## src/rtl/ro_mux_param.sv

```systemverilog
// rtl/ro_mux_param.sv - time-multiplexed readout of NCH channel words onto a W-bit bus
//
// Purpose:
//   Each rising edge of clk_32 (sampled as data on clk_ext) requests one frame.
//   A frame snapshots in_bus and presents channel 0..NCH-1 on out, one channel
//   per slot, each slot SLOT_CYC cycles long. out_en replaces per-bit tristates.
//
// Optional feature:
//   RO_PARITY_EN - when defined, out_par carries the XOR of out during a frame;
//                  when undefined, out_par is tied to 0 and no parity is built.
//
// Ports:
//   clk_ext     in   single clock, rising edge
//   rst         in   synchronous active-high reset
//   clk_32      in   divided frame clock, sampled as data
//   en          in   readout enable, gates new requests only
//   in_bus      in   NCH*W channel words, channel k at [k*W +: W]
//   clr_ovf     in   clears the sticky overrun flag
//   out         out  current slot word, 0 when not driving
//   out_en      out  bus drive enable
//   ch_idx      out  channel currently driven
//   frame_done  out  one-cycle pulse after the last slot
//   ovf         out  sticky overrun flag
//   out_par     out  slot parity (see RO_PARITY_EN)

module ro_mux_param #(
    parameter int NCH      = 8,
    parameter int W        = 2,
    parameter int SLOT_CYC = 4
) (
    input  logic                   clk_ext,
    input  logic                   rst,
    input  logic                   clk_32,
    input  logic                   en,
    input  logic [NCH*W-1:0]       in_bus,
    input  logic                   clr_ovf,
    output logic [W-1:0]           out,
    output logic                   out_en,
    output logic [$clog2(NCH)-1:0] ch_idx,
    output logic                   frame_done,
    output logic                   ovf,
    output logic                   out_par
);

    localparam int IW = $clog2(NCH);
    localparam int CW = (SLOT_CYC > 1) ? $clog2(SLOT_CYC) : 1;

    localparam logic [CW-1:0] LAST_CNT = CW'(SLOT_CYC - 1);
    localparam logic [IW-1:0] LAST_IDX = IW'(NCH - 1);

    typedef enum logic {
        IDLE  = 1'b0,
        SHIFT = 1'b1
    } state_t;

    state_t           state;
    state_t           nxt_state;
    logic [CW-1:0]    cnt;
    logic [CW-1:0]    nxt_cnt;
    logic [IW-1:0]    nxt_idx;
    logic [NCH*W-1:0] shadow;
    logic [NCH*W-1:0] nxt_shadow;
    logic             clk_32_q;
    logic             req;
    logic             overrun;
    logic             nxt_done;
    logic [W-1:0]     nxt_word;
    logic             nxt_drive;

    // A request is a 0->1 transition of clk_32 between two clk_ext edges.
    assign req = clk_32 & ~clk_32_q;

    always_comb begin
        nxt_state  = state;
        nxt_cnt    = cnt;
        nxt_idx    = ch_idx;
        nxt_shadow = shadow;
        nxt_done   = 1'b0;
        overrun    = 1'b0;

        case (state)
            IDLE: begin
                if (req && en) begin
                    nxt_state  = SHIFT;
                    nxt_shadow = in_bus;
                    nxt_idx    = '0;
                    nxt_cnt    = '0;
                end
            end
            SHIFT: begin
                // Any enabled request while a frame is in flight, including on
                // the final slot edge, is dropped and flagged.
                overrun = req && en;
                if (cnt == LAST_CNT) begin
                    nxt_cnt = '0;
                    if (ch_idx == LAST_IDX) begin
                        nxt_state = IDLE;
                        nxt_idx   = '0;
                        nxt_done  = 1'b1;
                    end else begin
                        nxt_idx = ch_idx + 1'b1;
                    end
                end else begin
                    nxt_cnt = cnt + 1'b1;
                end
            end
            default: begin
                nxt_state = IDLE;
                nxt_idx   = '0;
                nxt_cnt   = '0;
            end
        endcase
    end

    // Outputs are registered from next-state values so the bus word lines up
    // with ch_idx in the same cycle, starting the cycle after the request edge.
    assign nxt_drive = (nxt_state == SHIFT);
    assign nxt_word  = nxt_drive ? nxt_shadow[int'(nxt_idx)*W +: W] : '0;

    always_ff @(posedge clk_ext) begin
        // Loaded during reset too, so a level already high at release is not
        // mistaken for a rising edge.
        clk_32_q <= clk_32;
        if (rst) begin
            state      <= IDLE;
            cnt        <= '0;
            ch_idx     <= '0;
            shadow     <= '0;
            out        <= '0;
            out_en     <= 1'b0;
            frame_done <= 1'b0;
            ovf        <= 1'b0;
        end else begin
            state      <= nxt_state;
            cnt        <= nxt_cnt;
            ch_idx     <= nxt_idx;
            shadow     <= nxt_shadow;
            out        <= nxt_word;
            out_en     <= nxt_drive;
            frame_done <= nxt_done;
            if (overrun) begin
                ovf <= 1'b1;
            end else if (clr_ovf) begin
                ovf <= 1'b0;
            end
        end
    end

`ifdef RO_PARITY_EN
    logic par_q;

    always_ff @(posedge clk_ext) begin
        if (rst) begin
            par_q <= 1'b0;
        end else begin
            par_q <= nxt_drive ? ^nxt_word : 1'b0;
        end
    end

    assign out_par = par_q;
`else
    assign out_par = 1'b0;
`endif

endmodule

```

## config.mk

```make
export PLATFORM = sky130hd
export DESIGN_NAME = ro_mux_param
export DESIGN_NICKNAME = d
export VERILOG_FILES = /design/src/rtl/ro_mux_param.sv
export SDC_FILE = /design/constraint.sdc
export NUM_CORES = 1
export LEC_CHECK = 0
export CORE_MARGIN = 3
export CORE_UTILIZATION = 49
export CTS_CLUSTER_DIAMETER = 60
export DETAILED_ROUTE_END_ITERATION = 16
export PLACE_DENSITY_LB_ADDON = 0.12
export SYNTH_ARGS = -nofsm -noshare
export SYNTH_HDL_FRONTEND = slang
export SYNTH_SLANG_ARGS = --single-unit
```

## constraint.sdc

```tcl
create_clock -name clk_ext -period 2.5 [get_ports clk_ext]
set_clock_uncertainty 0.2 [all_clocks]
set_input_delay 0.5 -clock clk_ext [delete_from_list [all_inputs] [get_ports clk_ext]]
set_output_delay 0.5 -clock clk_ext [all_outputs]
set_load 0.1 [all_outputs]
```

==> impl_metrics.toml <==
[outcome]
status = "finished, final reports clean"

[logic_synthesis]
yosysTopAreaCell = "dfxtp_1"
syn-cell-area_mm2 = 0.00133
seq_area_frac_synth_pct = 40.8
synth_edf_count = 0
synth-seq-cells = 27
yosys-top-cells-count = "33 x nand2_1, 27 x dfxtp_1, 24 x a21oi_1"
syn_area_per_cell_um2 = 8.28
async_flop_share_pct = 0
synthesis.nets = 184
synthFlopType = "dfxtp_1"
ys_top_cells_by_area = "dfxtp_1 41%, nand2_1 9.3%, a21oi_1 9.1%"
synthDistinctLibCells = 42
syn-instance-count = 160
synth.top_cell.area_share_pct = 40.8
ys_warn_count = 0
synth_most_common_cell = "nand2_1"

[global_route]
grt_pass1_vias = 1196
gr-total-overflow = 0
grt_usage_pct = 19.5
grt.met1_usage_pct = 23.5
grt_antenna_before_repair = 0
grt_busiest_layer = "met2"
grt_pass1_wl_um = 5170
grt_max_degree = 18
use_met3_pct = 2.67
grt.met2_usage_pct = 33.5

[critical_path]
crit_type = "flop to flop"
crit_chain = "ha_1, ha_1, nand4bb_1, a21oi_1, o211ai_1, a32o_1"
path_delay_family = "compound AO/OA/AOI/OAI gates"
cp_max_fo = 9
crit_arrival_ns = 2.22
slowest_stage = "nand4bb_1"
cp_num_buf_inv = 0
crit_path_end_kind = "flop"
critPathLaunchType = "flop"
reg2reg_slack_ns = 0.31
slowest_delay_ns = 0.41
path_common_cell = "ha_1"
required_ns = 2.53

[clock_tree]
clk_latency_ns = 0.32
max-clock-path-buffers = 2
cts_tree = "done"
cts-htree-levels = 1
clk_pin_slew_worst_paths_ns = 0.14
clock-root-buffer = "clkbuf_4"
hold_buffers = 0
postCtsResizedCells = 0
clock-sinks = 27
numCtsBuffers = 3
cts_setup_buffers = 0

[power]
total_power_w = 0.000747
p_clk_share_pct = 24.8
intPower_w = 0.000556
powerDensity_mw_per_mm2 = 455
leakagePower_nw = 0.632
p_sw_w = 0.000190
irDropWorstVdd_uv = 371
power_frac_seq_pct = 60.6
combPwrFrac_pct = 14.6
sw_frac_of_total_pct = 25.5

[min_path]
min_path_type = "flop to flop"

[route]
viasPerCell = 5.75
wirelength_um = 3100
drtAntennaViolNets = 0
vias = 1242
route.detailed.drc = 0
drtIter0Drc = 31
wl_per_cell_um = 14.4
drt-pass1-iter-count = 4

[floorplanning]
row_count = 18
start_util_pct = 52.5
io_pins = 30
die_x_um = 58
fp.dieH_um = 58
die_area_mm2 = 0.00336
core_area_mm2 = 0.00252

[placement]
dp_hpwl_um = 2330
place.gp.congestion = 0.831
port_buffers = 28
placed_area_mm2 = 0.00162

[sta]
grt_setup_unrepaired = "no"
hold_viol_final = 0
slew_violations = 0
period_share_pct = 87.7
tns_ns = 0
slew_headroom_pct = 57.5
setup_viol = 0
max_freq_mhz = 456
period_minus_slack_ns = 2.19
tightest_slew_ns = 0.637

[cells_and_area]
nets = 211
design_area_mm2 = 0.00164
nFillCells = 226
area.growth.synth_to_final_pct = 24.0
regArea_um2 = 544
drive_gt1_share_pct = 14.0
diodes = 0
utilization_pct = 65.1
multi_input_area_um2 = 708

[job]
cap_violations = 0
## layout make-up
class	count	share of cell area (%)
Multi-Input combinational cell	119	43.1
Sequential cell	27	33.1
Timing Repair Buffer	34	19.3
Tap cell	30	2.28
Clock buffer	3	1.37
Inverter	2	0.457
Clock inverter	1	0.305
## final timing paths
kind / from / to / cells past startpoint
worst min-delay path: shadow[5]$_SDFF_PP0_ / shadow[5]$_SDFF_PP0_ / 2
worst max register to register: ch_idx[0]$_SDFF_PP0_ / out[1]$_SDFF_PP0_ / 6
worst max-delay path: ch_idx[0]$_SDFF_PP0_ / out[1]$_SDFF_PP0_ / 6
worst min register to register: shadow[5]$_SDFF_PP0_ / shadow[5]$_SDFF_PP0_ / 2
## through the flow
step | setup WS [ns] | cells | hold WS, ns
floorplan | 0.158 | 160 | 0.233
global placement | 0.219 | 212 | 0.245
detailed placement | 0.106 | 212 | 0.250
CTS | 0.322 | 216 | 0.269
global route | 0.149 | 216 | 0.294
finish | 0.307 | 216 | 0.268
## layer usage
metal | up-vias | routed length, µm | share of wire [%]
li1 | 619 | - | -
met3 | 7 | 98 | 3.2
met1 | 591 | 1420 | 46
met5 | - | 0 | 0
met2 | 25 | 1520 | 49
met4 | 0 | 65 | 2.1
## power groups by stage
stage | combinational, W | clock (W) | sequential, W
3_5_place_dp | 0.000109 | 0 | 0.000462
3_3_place_gp | 0.000106 | 0 | 0.000462
6_report | 0.000109 | 0.000185 | 0.000453
2_1_floorplan | 0.0000525 | 0 | 0.000467
5_1_grt | 0.000118 | 0.000214 | 0.000455
4_1_cts | 0.000109 | 0.000195 | 0.000453
## cells in the final DEF, fill, tap and decap left out, types with 2 or more instances in the layout
cell type / instances
nand2_1: 33
a21oi_1: 24
dfxtp_1: 24
clkdlybuf4s50_1: 20
buf_4: 13
nor2_1: 7
o21ai_0: 7
nand3_1: 6
nor3_1: 4
nor3b_1: 3
a311oi_1: 3
ha_1: 3
dfxtp_2: 3
clkbuf_4: 3
inv_1: 2
nand4_1: 2
a32o_1: 2
## state kept, by name (all words and copies together), names as in the netlist
name / count
ch_idx: 3
clk_32_q: 1
cnt: 2
frame_done: 1
out: 2
ovf: 1
shadow: 16
state: 1
## cells by family (layout without fill, tap and decap cells)
family                     after synthesis  count (layout)  share of synthesized area, %
and+or+nand+nor                         65              65                          25.9
DFF                                     27              27                          40.8
adders and majority gates                3               3                          2.83
muxes                                    1               1                         0.755
buffers and inverters                   14              40                          5.76
AOI/OAI and AO/OA                       49              49                          23.7
other                                    1               1                         0.283
## worst min-delay path, cell delays in order (launching register included)
cell and delay, ns:
dfxtp_1 0.34, nand2_1 0.05, a21oi_1 0.05
(Power assumes the default switching activity.)
